### src/rtl/abab_seq_pkg.sv
// Shared types and defaults for the abab_seq_gen stimulus generator.
// With ABAB_SEQ_GEN_ERR_INJ_EN defined the state set gains the two extra
// states used to build the illegal b,a,_,a,b frame.
package abab_seq_pkg;

    // Default width of the gap inputs (largest gap is 2^GAP_W-1 cycles)
    localparam int GAP_W_DEF = 4;

`ifdef ABAB_SEQ_GEN_ERR_INJ_EN
    typedef enum logic [2:0] {
        IDLE,
        B_OPEN,
        GAP_BA,
        A_PULSE,
        GAP_AB,
        B_CLOSE,
        A_GAP2,
        A_PULSE2
    } state_t;
`else
    typedef enum logic [2:0] {
        IDLE,
        B_OPEN,
        GAP_BA,
        A_PULSE,
        GAP_AB,
        B_CLOSE
    } state_t;
`endif

endpackage

### src/rtl/abab_seq_gen_if.sv
// Handshake bundle between a frame requester and the abab_seq_gen driver.
// master: the side that requests frames (bench / BIST controller).
// slave:  the generator itself.
// inj_err exists only when ABAB_SEQ_GEN_ERR_INJ_EN is defined.
interface abab_seq_gen_if #(
    parameter int GAP_W = 4
);
    logic             start;
    logic [GAP_W-1:0] gap_ba;
    logic [GAP_W-1:0] gap_ab;
`ifdef ABAB_SEQ_GEN_ERR_INJ_EN
    logic             inj_err;
`endif
    logic             b;
    logic             a;
    logic             busy;
    logic             done;

`ifdef ABAB_SEQ_GEN_ERR_INJ_EN
    modport master (output start, gap_ba, gap_ab, inj_err,
                    input  b, a, busy, done);
    modport slave  (input  start, gap_ba, gap_ab, inj_err,
                    output b, a, busy, done);
`else
    modport master (output start, gap_ba, gap_ab,
                    input  b, a, busy, done);
    modport slave  (input  start, gap_ba, gap_ab,
                    output b, a, busy, done);
`endif

endinterface

### src/rtl/abab_seq_gen_rise_det.sv
// rise_det: registered 0->1 detector. rise is high for the cycle after the
// clock edge at which din is first sampled high following a low sample.
module rise_det (
    input  logic clk,
    input  logic rst,
    input  logic din,
    output logic rise
);

    logic prev;

    // Remember the last sample and flag a low-to-high transition
    always_ff @(posedge clk or posedge rst) begin
        if (rst) begin
            prev <= 1'b0;
            rise <= 1'b0;
        end else begin
            prev <= din;
            rise <= din & ~prev;
        end
    end

endmodule

### src/rtl/abab_seq_gen.sv
// abab_seq_gen: on a rising edge of start, drives the frame b -> a -> b with
// programmable idle gaps, then pulses done. Edges arriving while a frame is
// in flight are dropped. All outputs come straight from flops.
// Optional feature macro: ABAB_SEQ_GEN_ERR_INJ_EN (adds inj_err, which turns
// the frame into the illegal b,a,_,a,b sequence).
module abab_seq_gen
    import abab_seq_pkg::*;
#(
    parameter int GAP_W = GAP_W_DEF
) (
    input  logic           clk,
    input  logic           rst,
    abab_seq_gen_if.slave  bus
);

    state_t           state;
    logic             rise_p1;
    logic [GAP_W-1:0] gba_p0;
    logic [GAP_W-1:0] gab_p0;
    logic [GAP_W-1:0] gba_q;
    logic [GAP_W-1:0] gab_q;
    logic [GAP_W-1:0] cnt;
    logic             a_q;
    logic             b_q;
    logic             busy_q;
    logic             done_q;
`ifdef ABAB_SEQ_GEN_ERR_INJ_EN
    logic             inj_p0;
    logic             inj_q;
`endif

    rise_det u_rise_det (
        .clk  (clk),
        .rst  (rst),
        .din  (bus.start),
        .rise (rise_p1)
    );

    // Capture the frame parameters on every edge so that the value seen on
    // the edge that detected start rising is still available one cycle
    // later, when the FSM acts on the registered rise.
    always_ff @(posedge clk) begin
        gba_p0 <= bus.gap_ba;
        gab_p0 <= bus.gap_ab;
`ifdef ABAB_SEQ_GEN_ERR_INJ_EN
        inj_p0 <= bus.inj_err;
`endif
    end

    // Frame sequencer with registered a/b/busy/done
    always_ff @(posedge clk or posedge rst) begin
        if (rst) begin
            state  <= IDLE;
            gba_q  <= '0;
            gab_q  <= '0;
            cnt    <= '0;
            a_q    <= 1'b0;
            b_q    <= 1'b0;
            busy_q <= 1'b0;
            done_q <= 1'b0;
`ifdef ABAB_SEQ_GEN_ERR_INJ_EN
            inj_q  <= 1'b0;
`endif
        end else begin
            a_q    <= 1'b0;
            b_q    <= 1'b0;
            done_q <= 1'b0;
            case (state)
                IDLE: begin
                    if (rise_p1) begin
                        state  <= B_OPEN;
                        b_q    <= 1'b1;
                        busy_q <= 1'b1;
                        gba_q  <= gba_p0;
                        gab_q  <= gab_p0;
`ifdef ABAB_SEQ_GEN_ERR_INJ_EN
                        inj_q  <= inj_p0;
`endif
                    end
                end
                B_OPEN: begin
                    if (gba_q != '0) begin
                        state <= GAP_BA;
                        cnt   <= gba_q - GAP_W'(1);
                    end else begin
                        state <= A_PULSE;
                        a_q   <= 1'b1;
                    end
                end
                GAP_BA: begin
                    if (cnt == '0) begin
                        state <= A_PULSE;
                        a_q   <= 1'b1;
                    end else begin
                        cnt <= cnt - GAP_W'(1);
                    end
                end
                A_PULSE: begin
`ifdef ABAB_SEQ_GEN_ERR_INJ_EN
                    if (inj_q) begin
                        state <= A_GAP2;
                    end else if (gab_q != '0) begin
                        state <= GAP_AB;
                        cnt   <= gab_q - GAP_W'(1);
                    end else begin
                        state <= B_CLOSE;
                        b_q   <= 1'b1;
                    end
`else
                    if (gab_q != '0) begin
                        state <= GAP_AB;
                        cnt   <= gab_q - GAP_W'(1);
                    end else begin
                        state <= B_CLOSE;
                        b_q   <= 1'b1;
                    end
`endif
                end
`ifdef ABAB_SEQ_GEN_ERR_INJ_EN
                A_GAP2: begin
                    state <= A_PULSE2;
                    a_q   <= 1'b1;
                end
                A_PULSE2: begin
                    if (gab_q != '0) begin
                        state <= GAP_AB;
                        cnt   <= gab_q - GAP_W'(1);
                    end else begin
                        state <= B_CLOSE;
                        b_q   <= 1'b1;
                    end
                end
`endif
                GAP_AB: begin
                    if (cnt == '0) begin
                        state <= B_CLOSE;
                        b_q   <= 1'b1;
                    end else begin
                        cnt <= cnt - GAP_W'(1);
                    end
                end
                B_CLOSE: begin
                    state  <= IDLE;
                    busy_q <= 1'b0;
                    done_q <= 1'b1;
                end
                default: begin
                    state  <= IDLE;
                    busy_q <= 1'b0;
                end
            endcase
        end
    end

    assign bus.a    = a_q;
    assign bus.b    = b_q;
    assign bus.busy = busy_q;
    assign bus.done = done_q;

endmodule

### src/flat_wrapper.sv
// flat-port wrapper written by rule: the top's interface ports become plain ports
module abab_seq_gen_flat import abab_seq_pkg::*;
#(
    parameter int GAP_W = GAP_W_DEF
)
  (clk, rst, bus_start, bus_gap_ba, bus_gap_ab, bus_b, bus_a, bus_busy, bus_done);
  abab_seq_gen_if #(.GAP_W(GAP_W)) bus_i ();
  input  logic clk;
  input  logic rst;
  input wire logic [$bits(bus_i.start)-1:0] bus_start;
  input wire logic [$bits(bus_i.gap_ba)-1:0] bus_gap_ba;
  input wire logic [$bits(bus_i.gap_ab)-1:0] bus_gap_ab;
  output wire logic [$bits(bus_i.b)-1:0] bus_b;
  output wire logic [$bits(bus_i.a)-1:0] bus_a;
  output wire logic [$bits(bus_i.busy)-1:0] bus_busy;
  output wire logic [$bits(bus_i.done)-1:0] bus_done;
  assign bus_i.start = bus_start;
  assign bus_i.gap_ba = bus_gap_ba;
  assign bus_i.gap_ab = bus_gap_ab;
  assign bus_b = bus_i.b;
  assign bus_a = bus_i.a;
  assign bus_busy = bus_i.busy;
  assign bus_done = bus_i.done;
  abab_seq_gen #(.GAP_W(GAP_W)) u_core (.clk(clk), .rst(rst), .bus(bus_i));
endmodule
### config.mk
export PLATFORM = sky130hd
export DESIGN_NAME = abab_seq_gen_flat
export DESIGN_NICKNAME = d
export VERILOG_FILES = /design/src/rtl/abab_seq_pkg.sv /design/src/rtl/abab_seq_gen_if.sv /design/src/rtl/abab_seq_gen_rise_det.sv /design/src/rtl/abab_seq_gen.sv /design/src/flat_wrapper.sv
export SDC_FILE = /design/constraint.sdc
export NUM_CORES = 1
export LEC_CHECK = 0
export CORE_MARGIN = 3
export CORE_UTILIZATION = 50
export CTS_CLUSTER_DIAMETER = 200
export DETAILED_ROUTE_END_ITERATION = 16
export PLACE_DENSITY = 0.85
export RECOVER_POWER = 50
export SYNTH_ARGS = -nofsm -noshare
export SYNTH_HDL_FRONTEND = slang
export SYNTH_SLANG_ARGS = --single-unit
### constraint.sdc
create_clock -name clk -period 2.3 [get_ports clk]
set_clock_uncertainty 0.1 [all_clocks]
set_input_delay 0.345 -clock clk [delete_from_list [all_inputs] [get_ports clk]]
set_output_delay 0.345 -clock clk [all_outputs]
set_load 0.02 [all_outputs]
# After elaboration in Yosys (flattened, before gate mapping)
# Index checks and enable logic that the tools add are counted.
op_classes:
  n_addsub: 3
  eq_ne: 11
  n_reduce_logical: 11
  muxes: 19
  bitwise_logic: 3
op_table:
  columns: ["cell", "count"]
  rows:
  - ["one-hot mux 3 bit (5 select lines)", 1]
  - ["two-way mux 4 bit", 3]
  - ["one-hot mux 4 bit (3 select lines)", 1]
  - ["subtractor 4 x 1 -> 4 bit, second input constant", 3]
  - ["two-way mux 3 bit", 3]
  - ["two-way mux 1 bit", 8]
  - ["!= test 2 x 1 -> 1 bit, second input constant", 4]
  - ["nonzero test 4 bit", 2]
  - ["equality test 3 x 2 -> 1 bit, second input constant", 2]
  - ["equality test 3 bit, second input constant", 2]
  - ["logical NOT 4 bit", 1]
  - ["!= test 2 bit, second input constant", 2]
  - ["one-hot mux 1 bit (2 select lines)", 2]
  - ["AND reduction 2 bit", 2]
  - ["AND reduction 4 bit", 1]
  - ["OR reduction 4 bit", 1]
  - ["equality test 3 x 1 -> 1 bit, second input constant", 1]
  - ["logical NOT 3 bit", 1]
  - ["one-hot mux 1 bit (3 select lines)", 1]
  - ["AND reduction 3 bit", 1]
  - ["nonzero test 3 bit", 1]
  - ["inverter 1 bit", 2]
  - ["OR reduction 2 bit", 1]
  - ["bitwise AND 1 bit", 1]
word_totals:
  inputBits: 11
  elab_cells: 59
  register_bits: 29
  output_inout_bits: 4

# Logic depth before layout (Yosys ltp)
# Gate-level depths: netlist of the first run.
logic_depth:
  ltp_word: 4
  ltp_mapped: 8
  mapped_depth_nobuf: 7

# Hierarchy
# From an unflattened synthesis of the first run, not the netlist that was laid out.
hier_totals:
  hier_cells: 115
  area_unflattened_um2: 1342.5
by_module_without_submodules:
  columns: ["mod", "n_inst", "seq_area_each_um2", "area_each_um2", "cells_per_inst"]
  rows:
  - ["abab_seq_gen", 1, 635.6, 1275.0, 111]
  - ["rise_det", 1, 50.0, 67.6, 4]

# Worst setup path before layout of the first run
# No wires, ideal clock.
synth_path:
  kind: "register to register"
  from: "register u_core.cnt[0]"
  to: "register u_core.cnt[0]"
  path_buffers: 0
  setup_ns: 0.125
  stages_incl_launch_ff: 5
  t_required_ns: 2.075
  synth_period_minus_slack_ns: 1.816
  path_slack_ns: 0.484
  t_arrival_ns: 1.591
  path_cell_list: "dfrtp_1 > nor4_1 > nor3_2 > a41oi_4 > mux2_2"
synth_between:
  elab_chain_cells: 3
  elab_cells_between_ends: 6
  cone_classes: "add/sub (1); eq/ne (1); mux (2); reduce/logical (2)"
synth_lines:
  columns: ["item", "line_no", "text"]
  rows:
  - ["start, declared", "abab_seq_gen.sv:22", "logic [GAP_W-1:0] cnt;"]
  - ["start signal, assigned", "abab_seq_gen.sv:84", "cnt <= gba_q - GAP_W'(1);"]
  - ["start signal, assigned", "abab_seq_gen.sv:95", "cnt <= cnt - GAP_W'(1);"]
  - ["start signal, assigned", "abab_seq_gen.sv:112", "cnt <= gab_q - GAP_W'(1);"]
  - ["subtractor 4 x 1 -> 4 bit or logical NOT 4 bit (tied branches)", null, null]
  - ["two-way mux 4 bit or != test 2 bit (tied branches)", null, null]
  - ["one-hot mux 4 bit (3 select lines) or AND reduction 4 bit (tied branches)", null, null]
# Parallel ways exist; a longest one is shown, timed or not. The select of a mux whose other input is x is not followed.
# A chain may end at the register's enable or synchronous reset.

# Final worst setup path of the first run
layout_path:
  from: "register u_core.state[2]"
  to: "register u_core.cnt[2]"
layout_between:
  elab_chain_cells: 4
  elab_cells_between_ends: 11
  cone_classes: "eq/ne (7); mux (1); reduce/logical (3)"
layout_lines:
  columns: ["item", "line_no", "text"]
  rows:
  - ["start, declared", "abab_seq_gen.sv:16", "state_t state;"]
  - ["start signal, assigned", "abab_seq_gen.sv:53", "state <= IDLE;"]
  - ["start signal, assigned", "abab_seq_gen.sv:71", "state <= B_OPEN;"]
  - ["start signal, assigned", "abab_seq_gen.sv:83", "state <= GAP_BA;"]
  - ["equality test 3 x 2 -> 1 bit or equality test 3 bit (tied branches)", "abab_seq_gen.sv:68", "case (state)"]
  - ["OR reduction 2 bit (no line)", null, null]
  - ["!= test 2 bit (no line) or nonzero test 3 bit (tied branches)", null, null]
  - ["AND reduction 4 bit (no line)", null, null]
# Parallel ways exist; a longest one is shown, timed or not.

==> metrics.md, run 1 <==
| Metric | Value |
|---|---|
| Outcome | complete, no violations |
| YS warnings | 0 |
| FF-to-FF setup slack | 0.33 ns |
| Vias in the first global route | 879 |
| Vias/cell | 5.41 |
| Final Cell Area | 1520 um^2 |
| # hold bufs at CTS | 0 |
| Synth Area in XOR/XNOR | 2.82% |
| Post-layout minimum cycle time | approximately 2.0 ns |
| Endpoint type of the worst setup path | register |
| VDD IR-drop max | around 0.85 mV |
| Overflow after GRT | 0 |
| Pin count of the biggest net entering global routing | 22 |
| Post-cts sizing count | 0 |
| Hold WC Path Type | register to register |
| Slew Viols, Final | 0 |
| Max Fclk | 0.509 GHz |
| Compound-Gate Fraction of Synth Area | 12.0% |
| Commonest non-fill, non-tap cell in the layout | dfrtp_1 |
| Cts bufs inserted | 5 |
| Routed via count | 850 |
| Final antenna-violating net count | 0 |
| Clock latency on the worst-skew pair | approximately 0.31 ns |
| Fillers | 190 |
| Yosys top cell by area | dfrtp_1 |
| Top cells by area, synth | dfrtp_1 (42%), dfxtp_1 (13%), mux2_2 (8.2%) |
| Placed instance count | around 150 |
| RSZ-0062 raised after global routing | no |
| Synth Area in Simple Gates | 15.4% |
| Die area | 3120 um^2 |
| IO buf count | 14 |
| Crit path launch type | register |
| Largest family of logic cells by synthesized area | simple AND/OR/NAND/NOR gates |
| CTS tree | built |
| Post-Syn Nets | ~120 |
| Antenna violations before repair | 0 |
| Max-cap violations | 0 |
| Critical Path Fanout Max | 12 |
| RePlAce Congestion | 0.859 |
| Dpl cell area | 1440 um^2 |
| Detailed placer's ending HPWL | 1.55 mm |
| First-pass GRT wire length | approximately 3.9 mm |
| N_diodes | 0 |
| Iter 0 DRT Violations | 14 |
| CP Data Arrival Time | 2.06 ns |
| Total track usage | 16.3% |
| Post-CTS Setup Bufs | 0 |
| DRT Wirelength | 2.11 mm |
| Clock-pin slew on the worst setup and hold paths | roughly 0.09 ns |
| Area growth syn-to-layout | 22.5% |
| Final setup TNS | 0 ns |
| Yosys top cell area share | 42.3% |
| Fin util | roughly 67% |
| Worst EP required | approximately 2.4 ns |
| Final #Nets | between 100 and 150 |
| Die Ht | 55.9 um |
| PwrDens | about 1500 nW/um^2 |
| Synth cell types | 33 |
| DR WL/cell | 13.4 um |
| Final setup viols | 0 |
| Drt pass-1 iters | 3 |
| I/O pin count | 15 |
| Sequential fraction of the synthesis area | 55.2% |
| Final Non-Filler Cells | 157 |
| Slew margin rel. | 25.8% |
| Seq cells post-synth | 29 |
| Row count | 17 |
| DRC viols | 0 |
| Leak Pwr | 0.635 nW |
| Die width | 55.9 um |
| Syn Area/Cell | 11.7 um^2 |
| Fin crit share | 85.5% |
| Synth Cell Area | about 1200 um^2 |
| CTS sink count | 29 |
| Clock Tree Root | clkbuf_4 |
| Starting density of the core | 54.6% |
| Share of layout cells above drive strength 1 | roughly a fifth |
| Tightest Pin Transition | about 1.1 ns |
| CTS Buffer Depth | 2 |
| Max H-tree Level | 2 |
| CP Class | register to register |
| Core Region | 2280 um^2 |
| Post-synthesis mux area share | between 10% and 20% |
| Final Hold Fails | 0 |
| Mapped Cells | 106 |
| Adder-cell share of the synthesized area | 1.01% |
| Register area | 686 um^2 |
| Commonest non-fill, non-tap cells in the layout | dfrtp_1 (21), dlygate4sd3_1 (10), mux2_2 (9), dfxtp_1 (8), nor2_1 (7) |
| Multi-input logic area | 519 um^2 |
## state kept, by name, summed over array words and instances, names as in the netlist
signal	flops
u_core.gba_q	4
u_core.u_rise_det.prev	1
u_core.bus.done	1
u_core.bus.a	1
u_core.state	3
u_core.gab_p0	4
u_core.bus.b	1
u_core.u_rise_det.rise	1
u_core.bus.busy	1
u_core.cnt	4
u_core.gab_q	4
u_core.gba_p0	4
## Yosys cell counts (all sizes together)
master   n
xnor2    3
o21ai    6
nand2b   2
o221a    1
and3     1
a21oi    2
mux2i    3
nor2     7
o32ai    1
nor3b    2
nor4     1
xor2     1
inv      4
ha       1
or4      1
dfxtp    8
buf      3
nor3     4
o221ai   2
a21o     1
o21bai   1
a311oi   1
nand3    1
a41oi    1
nand2    6
clkbuf   2
mux2     9
a211oi   1
dfrtp   21
nor2b    6
a31oi    2
nor4b    1
## worst max-delay path, cell delays in order (launching register included)
cell,delay (ns)
dfrtp_1,0.55
inv_1,0.26
nor2_1,0.07
o21ai_0,0.19
o221ai_1,0.20
ha_1,0.24
xnor2_1,0.16
o21ai_0,0.09
## power by group
group          leakage (nW)  internal [mW]  switching [mW]
Combinational         0.266          0.527           0.467
Clock                0.0455          0.259           0.163
Sequential            0.324          0.675           0.199
## metrics by stage
stage | worst slack, ns | power [mW] | hold slack [ns]
3_5_place_dp | 0.360 | 1.89 | 0.297
6_report | 0.334 | 2.29 | 0.309
3_3_place_gp | 0.397 | 1.84 | 0.288
2_1_floorplan | 0.484 | 1.62 | 0.222
4_1_cts | 0.323 | 2.32 | 0.247
5_1_grt | 0.133 | 2.48 | 0.341
## layer usage
layer  track usage (%)  wire length (um)
met1              19.3               932
met2              26.0              1060
met3              7.19               115
met4              6.10                 0
met5                 0                 0
## worst paths after layout
path / start / endpoint / cells after the start
min: u_core.u_rise_det.prev / u_core.u_rise_det.rise / 1
max reg2reg: u_core.state[2] / u_core.cnt[2] / 7
max in group asynchronous: rst / u_core.cnt[3] / 3
max: u_core.state[2] / u_core.cnt[2] / 7
min reg2reg: u_core.u_rise_det.prev / u_core.u_rise_det.rise / 1
min in group asynchronous: rst / u_core.bus.done / 3
## cell families (layout without fill, tap and decap cells)
kind of cell             count (synthesis)  after routing
AND/OR/NAND/NOR                         32             32
flip-flops                              29             29
XOR/XNOR                                 4              4
buffers and inverters                    9             32
adder cells (fa/ha/maj)                  1              1
multiplexers                            12             12
AO/OA/AOI/OAI                           19             19
## final cells by class
class | instances | area share, %
clock buffers | 7 | 3.62
clock inverters | 1 | 1.97
inverters | 4 | 0.987
multi-input cells | 68 | 34.1
flip-flops and latches | 29 | 45.1
well taps | 28 | 2.30
repair buffers | 20 | 11.9
No activity file was read; power rests on OpenSTA's default activity.
==> run 2: changes to the inputs <==
--- a/config.mk
+++ b/config.mk
@@ -5,7 +5,7 @@
 export SDC_FILE = /design/constraint.sdc
 export NUM_CORES = 1
 export LEC_CHECK = 0
-export CORE_MARGIN = 3
+export CORE_MARGIN = 2
 export CORE_UTILIZATION = 50
 export CTS_CLUSTER_DIAMETER = 200
 export DETAILED_ROUTE_END_ITERATION = 16
==> constraint.sdc (replaced) <==
create_clock -name clk -period 2 [get_ports clk]
set_clock_uncertainty 0.1 [all_clocks]
set_input_delay 0.3 -clock clk [delete_from_list [all_inputs] [get_ports clk]]
set_output_delay 0.3 -clock clk [all_outputs]
set_load 0.02 [all_outputs]
==> run 2 against run 1 <==
  * Combinational power rose by 22%
  * Global-route usage rose by 4.2 points
  * Count of clock-buffer cells in the layout rose by 1
  * Critical endpoint is now u_core.cnt[0]
  * Largest cell class unchanged
==> metrics.md, run 2 (synthesized netlist as in run 1, its figures left out) <==
| Metric | Value |
|---|---|
| DRT Wirelength | 2.23 mm (+5.5%) |
| Core Region | 2410 um^2 (+5.9%) |
| First-pass GRT wire length | 3.91 mm (+0.54%) |
| Clock-pin slew on the worst setup and hold paths | 0.08 ns (about the same) |
| FF-to-FF setup slack | 0.08 ns (-0.25 ns) |
| Worst hold path depth | 1 (unchanged) |
| Final critical-path setup slack | 0.0810 ns (-0.253 ns) |
| Post-layout minimum cycle time | 1.92 ns (-0.0474 ns) |
| Cts bufs inserted | 5 (unchanged) |
| Drt pass-1 iters | 4 (+1) |
| VDD IR-drop max | 1.13 mV (+33%) |
| Tightest Pin Transition | 1.09 ns (-0.0223 ns) |
| N_diodes | 0 (unchanged) |
| Vias in the first global route | 914 (+4.0%) |
| Outcome | complete, no violations |
| Commonest non-fill, non-tap cell in the layout | dfrtp_1 |
| Final antenna-violating net count | 0 (unchanged) |
| R2r endpoint | u_core.cnt[0] |
| Overflow after GRT | 0 (unchanged) |
| Max Fclk | 0.521 GHz (+2.5%) |
| Slew Viols, Final | 0 (unchanged) |
| Row count | 18 (+1) |
| Antenna violations before repair | 0 (unchanged) |
| Crit path launch type | register |
| IO buf count | 14 (unchanged) |
| Die width | 53.9 um (-3.6%) |
| Max H-tree Level | 2 (unchanged) |
| CTS tree | built |
| Worst EP required | 2.12 ns (-0.27 ns) |
| Die area | 2900 um^2 (-7.0%) |
| Leak Pwr | 0.630 nW (-0.82%) |
| Final setup TNS | 0 ns (unchanged) |
| I/O pin count | 15 (unchanged) |
| Slew margin rel. | 27.3% (+1.5 points) |
| Iter 0 DRT Violations | 5 (-9) |
| Clock latency on the worst-skew pair | 0.33 ns (+0.02 ns) |
| RePlAce Congestion | 0.841 (-2.2%) |
| Total track usage | 20.5% (+4.2 points) |
| # hold bufs at CTS | 0 (unchanged) |
| Die Ht | 53.9 um (-3.6%) |
| Post-cts sizing count | 0 (unchanged) |
| Area growth syn-to-layout | 21.9% |
| CP Data Arrival Time | 2.04 ns (-0.02 ns) |
| Post-CTS Setup Bufs | 0 (unchanged) |
| Starting density of the core | 51.6% (-3.0 points) |
| Clock Tree Root | clkbuf_4 |
| Final Hold Fails | 0 (unchanged) |
| Fin crit share | 96.0% (+10 points) |
| Hold WC Path Type | register to register |
| DR WL/cell | 13.8 um (+2.9%) |
| Worst hold start | u_core.u_rise_det.prev |
| Reg-to-Reg Start | u_core.gab_q[3] |
| Share of layout cells above drive strength 1 | 22.1% (+2.0 points) |
| Pin count of the biggest net entering global routing | 22 (unchanged) |
| Final setup viols | 0 (unchanged) |
| DRC viols | 0 (unchanged) |
| RSZ-0062 raised after global routing | no |
| Hold Crit Endpoint | u_core.u_rise_det.rise |
| Critical Path Fanout Max | 7 (-5) |
| PwrDens | 1690 nW/um^2 (+12%) |
| Max-cap violations | 0 (unchanged) |
| Commonest non-fill, non-tap cells in the layout | dfrtp_1 (20), dlygate4sd3_1 (10), mux2_2 (9), dfxtp_1 (8) |
| Reg2Reg Depth | 4 (-3) |
| Vias/cell | 5.55 (+2.4%) |
| CTS sink count | 29 (unchanged) |
| CTS Buffer Depth | 2 (unchanged) |
| Endpoint type of the worst setup path | register |
| Routed via count | 893 (+5.1%) |
| Detailed placer's ending HPWL | 1.64 mm (+5.5%) |
| Final #Nets | 142 (+1.4%) |
| Dpl ws | 0.0604 ns (-0.300 ns) |
| CP Class | register to register |
==> run 2: metal layers <==
metal	part of all wire (%)	global-route usage (%)	vias to the layer above	wire, um
met3	6.5	8.33	6	144
li1	-	-	428	-
met2	50	34.1	28	1120
met1	40	21.8	431	898
met4	2.7	11.5	0	60
met5	0	0	-	0
==> run 2: critical path, stage by stage, from the launching register on <==
cell	delay, ns
dfrtp_1	0.40
nand2b_1	0.16
or4_4	0.46
a41oi_4	0.32
mux2_2	0.37
==> run 2: worst max-delay path by stage <==
stage	start	to	slack [ns]	cells past startpoint
floorplan	u_core.cnt[0]	u_core.cnt[0]	0.18	4
global placement	u_core.state[1]	u_core.cnt[2]	0.13	8
detailed placement	u_core.state[1]	u_core.cnt[2]	0.06	8
CTS	u_core.state[1]	u_core.cnt[2]	0.03	8
global route	u_core.state[1]	u_core.cnt[2]	0.004	8
finish	u_core.gab_q[3]	u_core.cnt[0]	0.08	4
==> run 2: where the power goes <==
| group | internal [mW] | leakage (nW) | switching [mW] |
|---|---|---|---|
| Sequential | 0.779 | 0.323 | 0.210 |
| Combinational | 0.629 | 0.275 | 0.578 |
| Clock | 0.173 | 0.0326 | 0.186 |
| Total | 1.58 | 0.630 | 0.974 |
==> run 2: layout make-up <==
type / count / area [um^2]
Clock buffer: 8 / 58.8
Fill cell: 187 / 896
Inverter: 4 / 15.0
Multi-Input combinational cell: 68 / 519
Sequential cell: 29 / 687
Tap cell: 30 / 37.5
Timing Repair Buffer: 22 / 196
==> run 2: stage by stage <==
step | std cells | utilization (%) | area, um^2 | hold slack (ns) | power, mW
after floorplan | 106 | - | 1240 | 0.177 | 1.86
after global placement | 153 | 60.5 | 1460 | 0.288 | 2.13
after detailed placement | 153 | 60.5 | 1460 | 0.293 | 2.20
after CTS | 161 | 62.9 | 1520 | 0.191 | 2.57
after global routing | 161 | 62.8 | 1510 | 0.320 | 2.75
final | 161 | 62.8 | 1510 | 0.303 | 2.56
